--- src/rtl/input_port_unit_pkg.sv ---
`default_nettype none
// ----------------------------------------------------------------------------
// input_port_unit_pkg : register offsets, bit indices and defaults
// Revision: 1.0
// ----------------------------------------------------------------------------
package input_port_unit_pkg;

  localparam logic [1:0] OFF_SW   = 2'd0;
  localparam logic [1:0] OFF_STAT = 2'd1;
  localparam logic [1:0] OFF_CTRL = 2'd2;
  localparam logic [1:0] OFF_CLR  = 2'd3;

  localparam int STAT_BTN     = 0;
  localparam int STAT_PRESS   = 1;
  localparam int STAT_RELEASE = 2;
  localparam int STAT_CHANGE  = 3;

  localparam int CTRL_EN = 0;

  localparam logic [7:0]  DEF_BASE_ADDR = 8'hF0;
  localparam logic [15:0] DEF_TICK_DIV  = 16'd50000;

endpackage
`default_nettype wire

--- src/rtl/input_port_unit_debounce_bit.sv ---
`default_nettype none
// ----------------------------------------------------------------------------
// debounce_bit : 2-flop synchronizer plus tick-sampled 3-sample debouncer
// Revision: 1.0
// ----------------------------------------------------------------------------
module debounce_bit (
  input  logic clk,
  input  logic res,
  input  logic tick,
  input  logic raw,
  output logic debounced
);

  logic       sync1;
  logic       sync2;
  logic [1:0] hist;

  always_ff @(posedge clk) begin
    if (res) begin
      sync1     <= 1'b0;
      sync2     <= 1'b0;
      hist      <= 2'b00;
      debounced <= 1'b0;
    end else begin
      sync1 <= raw;
      sync2 <= sync1;
      if (tick) begin
        hist <= {hist[0], sync2};
        // Accept only when the current sample matches both previous samples.
        if ((sync2 == hist[0]) && (sync2 == hist[1])) begin
          debounced <= sync2;
        end
      end
    end
  end

endmodule
`default_nettype wire

--- src/rtl/input_port_unit.sv ---
`default_nettype none
// ----------------------------------------------------------------------------
// input_port_unit : memory-mapped debounced switch/button port with sticky events
// Revision: 1.0
// ----------------------------------------------------------------------------
module input_port_unit
  import input_port_unit_pkg::*;
#(
  parameter logic [7:0]       BASE_ADDR = DEF_BASE_ADDR,
  parameter int               CNT_W     = 16,
  parameter logic [CNT_W-1:0] TICK_DIV  = DEF_TICK_DIV
) (
  input  logic       clk,
  input  logic       res,
  input  logic [7:0] switch_in,
  input  logic       button,
  input  logic [7:0] address,
  input  logic [7:0] data_in,
  input  logic       write_enable,
  input  logic       read_enable,
  output logic [7:0] data_out,
  output logic       hit,
  output logic       irq_pending
);

  localparam logic [CNT_W-1:0] TICK_LAST = TICK_DIV - {{(CNT_W-1){1'b0}}, 1'b1};

  logic [CNT_W-1:0] prescale;
  logic             tick;
  logic [8:0]       raw;
  logic [8:0]       deb;
  logic [7:0]       sw_deb;
  logic             btn_deb;
  logic [7:0]       sw_prev;
  logic             btn_prev;
  logic [2:0]       events;
  logic [2:0]       flags;
  logic [3:0]       ctrl;
  logic [1:0]       offset;
  logic             wr_ctrl;
  logic             wr_clr;
  logic             rd_stat;
  logic [2:0]       set_mask;
  logic [2:0]       clr_mask;
  logic             unused_data_bits;

  assign tick = (prescale == TICK_LAST);

  always_ff @(posedge clk) begin
    if (res || tick) begin
      prescale <= '0;
    end else begin
      prescale <= prescale + 1'b1;
    end
  end

  assign raw = {button, switch_in};

  for (genvar i = 0; i < 9; i++) begin : g_deb
    debounce_bit u_debounce_bit (
      .clk       (clk),
      .res       (res),
      .tick      (tick),
      .raw       (raw[i]),
      .debounced (deb[i])
    );
  end

  assign sw_deb  = deb[7:0];
  assign btn_deb = deb[8];

  always_ff @(posedge clk) begin
    if (res) begin
      sw_prev  <= 8'h00;
      btn_prev <= 1'b0;
    end else begin
      sw_prev  <= sw_deb;
      btn_prev <= btn_deb;
    end
  end

  // Event order matches STAT bits 3:1 = {change, release, press}.
  assign events = {|(sw_deb ^ sw_prev), ~btn_deb & btn_prev, btn_deb & ~btn_prev};

  assign hit     = (address[7:2] == BASE_ADDR[7:2]);
  assign offset  = address[1:0];
  assign wr_ctrl = hit && write_enable && (offset == OFF_CTRL);
  assign wr_clr  = hit && write_enable && (offset == OFF_CLR);
  // A concurrent write suppresses clear-on-read.
  assign rd_stat = hit && read_enable && !write_enable && (offset == OFF_STAT);

  assign set_mask = events & {3{ctrl[CTRL_EN]}};
  assign clr_mask = ({3{wr_clr}} & data_in[3:1]) | {3{rd_stat}};
  assign unused_data_bits = ^data_in[7:4];

  always_ff @(posedge clk) begin
    if (res) begin
      flags       <= 3'b000;
      ctrl        <= 4'h0;
      irq_pending <= 1'b0;
    end else begin
      flags       <= set_mask | (flags & ~clr_mask);
      irq_pending <= |(flags & ctrl[3:1]);
      if (wr_ctrl) begin
        ctrl <= data_in[3:0];
      end
    end
  end

  always_comb begin
    data_out = 8'h00;
    if (hit) begin
      case (offset)
        OFF_SW: data_out = sw_deb;
        OFF_STAT: begin
          data_out[STAT_BTN]     = btn_deb;
          data_out[STAT_PRESS]   = flags[0];
          data_out[STAT_RELEASE] = flags[1];
          data_out[STAT_CHANGE]  = flags[2];
        end
        OFF_CTRL: data_out = {4'h0, ctrl};
        default:  data_out = 8'h00;
      endcase
    end
  end

endmodule
`default_nettype wire

--- config.mk ---
export PLATFORM = sky130hd
export DESIGN_NAME = input_port_unit
export DESIGN_NICKNAME = d
export VERILOG_FILES = /design/src/rtl/input_port_unit_pkg.sv /design/src/rtl/input_port_unit_debounce_bit.sv /design/src/rtl/input_port_unit.sv
export SDC_FILE = /design/constraint.sdc
export NUM_CORES = 1
export LEC_CHECK = 0
export BUFFER_PORTS_ARGS = -buffer_cell sky130_fd_sc_hd__clkbuf_2
export CAP_MARGIN = 30
export CELL_PAD_IN_SITES_DETAIL_PLACEMENT = 0
export CELL_PAD_IN_SITES_GLOBAL_PLACEMENT = 1
export CORE_UTILIZATION = 43
export CTS_CLUSTER_SIZE = 14
export DETAILED_ROUTE_END_ITERATION = 12
export HOLD_SLACK_MARGIN = 0.03
export PLACE_DENSITY = 0.8
export SYNTH_ARGS = -nofsm -noshare
export SYNTH_HDL_FRONTEND = slang
export SYNTH_SLANG_ARGS = --single-unit
--- constraint.sdc ---
create_clock -name clk -period 1.9 [get_ports clk]
set_clock_uncertainty 0.05 [all_clocks]
set_input_delay 0.285 -clock clk [delete_from_list [all_inputs] [get_ports clk]]
set_output_delay 0.285 -clock clk [all_outputs]
set_load 0.1 [all_outputs]
==> Word level (Yosys, flattened, before mapping) <==
Cells that the tools add are included.
{ "op_classes": {"n_addsub": 1, "n_eq_ne": 23, "muxes": 3, "bitwise": 12, "reduce_logical": 29} }
{ "op_table": {"columns": ["operator", "n"], "rows": [
  ["$eq 1x1->1", 18],
  ["$reduce_and 2->1", 9],
  ["$add 16x1->16 const B", 1],
  ["$eq 16x16->1 const B", 1],
  ["$logic_and 1x1->1", 15],
  ["$and 3x3->3", 4],
  ["$pmux 4 s3", 1],
  ["$mux 8", 1],
  ["$reduce_or 8->1", 1],
  ["$xor 8x8->8", 1],
  ["$eq 6x6->1 const B", 1],
  ["$or 3x3->3", 2],
  ["$eq 2x2->1 const B", 2],
  ["$mux 4", 1],
  ["$not 3->3", 1],
  ["$reduce_or 3->1", 1],
  ["$and 1x1->1", 2],
  ["$eq 2x1->1 const B", 1],
  ["$logic_not 2->1", 1],
  ["$not 1->1", 2],
  ["$logic_not 1->1", 1],
  ["$logic_or 1x1->1", 1]
]} }
{ "word_totals": {"ff_bits": 78, "out_inout_bits": 10, "wordCells": 110} }

==> Depth between registers and ports, before layout <==
{ "depth": {"word_depth": 8, "depth_mapped": 8, "ltp_nobuf": 5} }

==> Modules after synthesis <==
Synthesis repeated with hierarchy kept, for this count alone.
{ "hier_totals": {"hier_cells": 308, "area_unflattened_um2": 3047.9} }
{ "modules_own_cells": {"columns": ["module", "n_inst", "cells_each", "area_each_um2", "seq_area_each_um2"], "rows": [
  ["input_port_unit", 1, 173, 1561.5, 660.6],
  ["debounce_bit", 9, 15, 165.2, 100.1]
]} }

==> Least setup slack after synthesis <==
Ideal clock, no wire load.
{ "synth_path": {"path_kind": "input port to output port", "startpoint": "input address[6]", "endpoint": "output data_out[4]", "t_arrival_ps": 3901, "path_slack_ps": -2336, "cell_stages": 4, "n_path_buf": 1, "cell_sequence": "and4_1 -> nand2_1 -> clkbuf_1 -> nor4b_1"} }
{ "synth_via": {"elab_chain_len": 2} }
{ "synth_rtl": {"columns": ["item", "line", "text"], "rows": [
  ["start: declaration", "input_port_unit.sv:17", "input logic [7:0] address,"],
  ["$eq 6x6->1", "input_port_unit.sv:85", "assign hit = (address[7:2] == BASE_ADDR[7:2]);"],
  ["$mux 8", "input_port_unit.sv:112", "if (hit) begin"],
  ["end: declaration", "input_port_unit.sv:21", "output logic [7:0] data_out,"]
]} }
No other way between the ends.

==> Worst setup path after layout <==
{ "layout_path": {"startpoint": "register prescale[1]", "endpoint": "register g_deb[7].u_debounce_bit.debounced"} }
{ "layout_via": {"elab_chain_len": 2} }
{ "layout_rtl": {"columns": ["item", "line", "text"], "rows": [
  ["start: declaration", "input_port_unit.sv:28", "logic [CNT_W-1:0] prescale;"],
  ["start signal: assignment", "input_port_unit.sv:53", "prescale <= prescale + 1'b1;"],
  ["$eq 16x16->1", "input_port_unit.sv:47", "assign tick = (prescale == TICK_LAST);"],
  ["$reduce_and 2->1 (no source line)", null, null],
  ["end signal: assignment", "input_port_unit_debounce_bit.sv:31", "debounced <= sync2;"],
  ["end: declaration", "input_port_unit_debounce_bit.sv:11", "output logic debounced"]
]} }
No other way between the ends.
A chain may end at the register's enable or synchronous reset.

==> results.cfg <==
[grt]
grt_pass1_wl_um = 10250
grt_max_degree = 36
grt_use_total_pct = 17.43
grt-ovfl-total = 0
grt_pass1_vias = 2235
antenna_found_initial = 0

[sta]
min_period_over_period_pct = 93.58
min_period_ns = 1.778
tightest_slew_ns = 0.5393
timing.final.max_slew_violations = 0
relSlewSlack_pct = 64.20
setup_viol = 0
fmax_mhz = 562.4
rsz0062_at_grt = no
setup-tns-final_ns = 0
holdWs_ns = 0.09965
hold_viol = 0

[pwr]
p_leak_nw = 1.374
powerDensity_mw_per_mm2 = 787.9
finalPower_mw = 3.036
ir_worst_vdd_mv = 0.5666

[cts]
cts_tree = done
cts.sinks = 78
h-tree-depth = 3
cts_hold_buf = 0
clock_latency_ns = 0.34
cts_buffers = 9
cts-root-buf = clkbuf_8
path_clk_slew_ns = 0.08
clock_path_buffers = 2

[yosys]
synth_cell_type_count = 35
syn_avg_cell_area_um2 = 9.041
syn_inst = 341
ys_warn_count = 0
ys_seq_elements = 78
synth.cell_area_mm2 = 0.003083
synthesis.nets = 371
ys_seq_area_share_pct = 50.65

[die]
rows = 30
dieArea_mm2 = 0.007513
die_w_um = 86.68
core_area_mm2 = 0.006869
io_pins = 39
floorplan.initialDensity_pct = 44.88
die_y_um = 86.68

[worst_hold_path]
min-delay-path-class = in2reg

[cells_and_area]
final_cells = 483
n_antenna_cell = 0
layout_common_cells = dfxtp_1, nand2_1, nor2_1
final_common_cell = dfxtp_1
final_net_count = 412
area_delta_synth_final_pct = 25.00
final_layout_size_suffix_gt1_share_pct = 19.90
fill_cells = 643

[detailed_routing]
drt_first_pass_iters = 4
wirelength_um = 5813
ant_nets = 0
vias = 2416
drc = 0
via_per_inst = 5.002
wl_per_cell_um = 12.04
drt_iter0_drc = 99

[setup_path]
required_ns = 2.09
critPathKind = reg2reg
critPathMaxFanout = 27
worst_setup_path_end_kind = flop
start_kind = flop
crit_arrival_ns = 1.97

[place]
gp_congestion = 0.7806
dp.cells = 466
dp_hpwl_um = 3967
port-buffer-count = 34

[outcome]
run_status = completed

[job]
drv_cap = 0
stage by stage:
step           util, %  instance area [um^2]  setup slack [ns]
3_5_place_dp     52.86                  3631           0.03814
4_1_cts          55.88                  3839           0.04130
6_report         56.10                  3854            0.1220
5_1_grt          56.10                  3854           0.01972
2_1_floorplan        -                  3184           -0.3377
3_3_place_gp     52.86                  3631           0.08117
kinds of logic (layout without fill, tap and decap cells):
family	Yosys count	after routing	synth area share, %
DFF	78	78	50.65
xor gates and xnor gates	21	21	5.966
AOI/OAI and AO/OA	41	41	7.508
muxes	8	8	2.598
buffers and inverters	22	68	3.287
adders and majority gates	1	1	0.4058
and+or+nand+nor	170	170	29.59
state kept, by name, indices dropped and copies added, names as in the netlist:
signal                          flops
g_deb.u_debounce_bit.hist          18
prescale                           16
g_deb.u_debounce_bit.debounced      9
g_deb.u_debounce_bit.sync1          9
g_deb.u_debounce_bit.sync2          9
sw_prev                             8
ctrl                                4
flags                               3
btn_prev                            1
irq_pending                         1
worst max-delay path, cell delays in order, from the launching register on:
cell and delay [ns]:
dfxtp_1 0.36, ha_2 0.21, and4_2 0.28, and4_1 0.24, buf_12 0.18, a31oi_1 0.10, nor4_1 0.27
cell type report:
| class | count | area [um^2] | share of cell area [%] |
|---|---|---|---|
| Sequential cell | 78 | 1563 | 40.55 |
| Multi-Input combinational cell | 241 | 1516 | 39.35 |
| Timing Repair Buffer | 47 | 427.9 | 11.10 |
| Clock buffer | 10 | 137.6 | 3.571 |
| Tap cell | 96 | 120.1 | 3.117 |
| Clock inverter | 6 | 70.07 | 1.818 |
| Inverter | 5 | 18.77 | 0.4870 |
final timing paths:
path,startpoint,cells after the start,slack (ns),endpoint
setup / recovery,prescale[1],6,0.12,g_deb[7].u_debounce_bit.debounced
hold / removal,switch_in[1],2,0.1,g_deb[1].u_debounce_bit.sync1
hold reg to reg,prescale[0],1,0.39,prescale[0]
setup reg to reg,prescale[1],6,0.12,g_deb[7].u_debounce_bit.debounced
report_power, final:
group	leakage [nW]	total [mW]	switching [mW]	internal [mW]
sequential	0.633	1.67	0.0126	1.66
clock	0.0951	1.26	0.608	0.649
combinational	0.646	0.110	0.0607	0.0490
total	1.37	3.04	0.682	2.35
layer usage:
metal / up-vias / share of wire [%] / global-route usage (%)
li1: 1270 / - / -
met1: 1088 / 50 / 22.77
met2: 50 / 45 / 27.13
met3: 8 / 3.0 / 3.333
met4: 0 / 1.6 / 9.697
met5: - / 0 / 0
Yosys cell counts (all sizes together):
cell    number  area share [%]
a21oi       26             4.2
a222oi       1            0.32
a31oi        9             1.8
and2         1            0.20
and3         2            0.41
and3b        1            0.28
and4         4             1.1
buf          8             1.6
clkbuf       9             1.1
dfxtp       78              51
ha           1            0.41
inv          5            0.61
mux2i        8             2.6
nand2       41             5.0
nand2b       1            0.20
nand3        6            0.97
nand3b       2            0.49
nand4       11             2.2
nor2        40             4.9
nor2b       28             5.7
nor3         3            0.49
nor4        20             4.1
nor4b        6             2.4
nor4bb       3            0.97
o211ai       1            0.24
o21ai        2            0.32
o311ai       2            0.57
or3          1            0.20
xnor2       16             4.5
xor2         5             1.4
what timing repair did:
item	CTS	global route
gates resized for setup	0	4
setup endpoints to repair	0	14
setup buffers	0	1
Power figures use the tool's default switching activity.
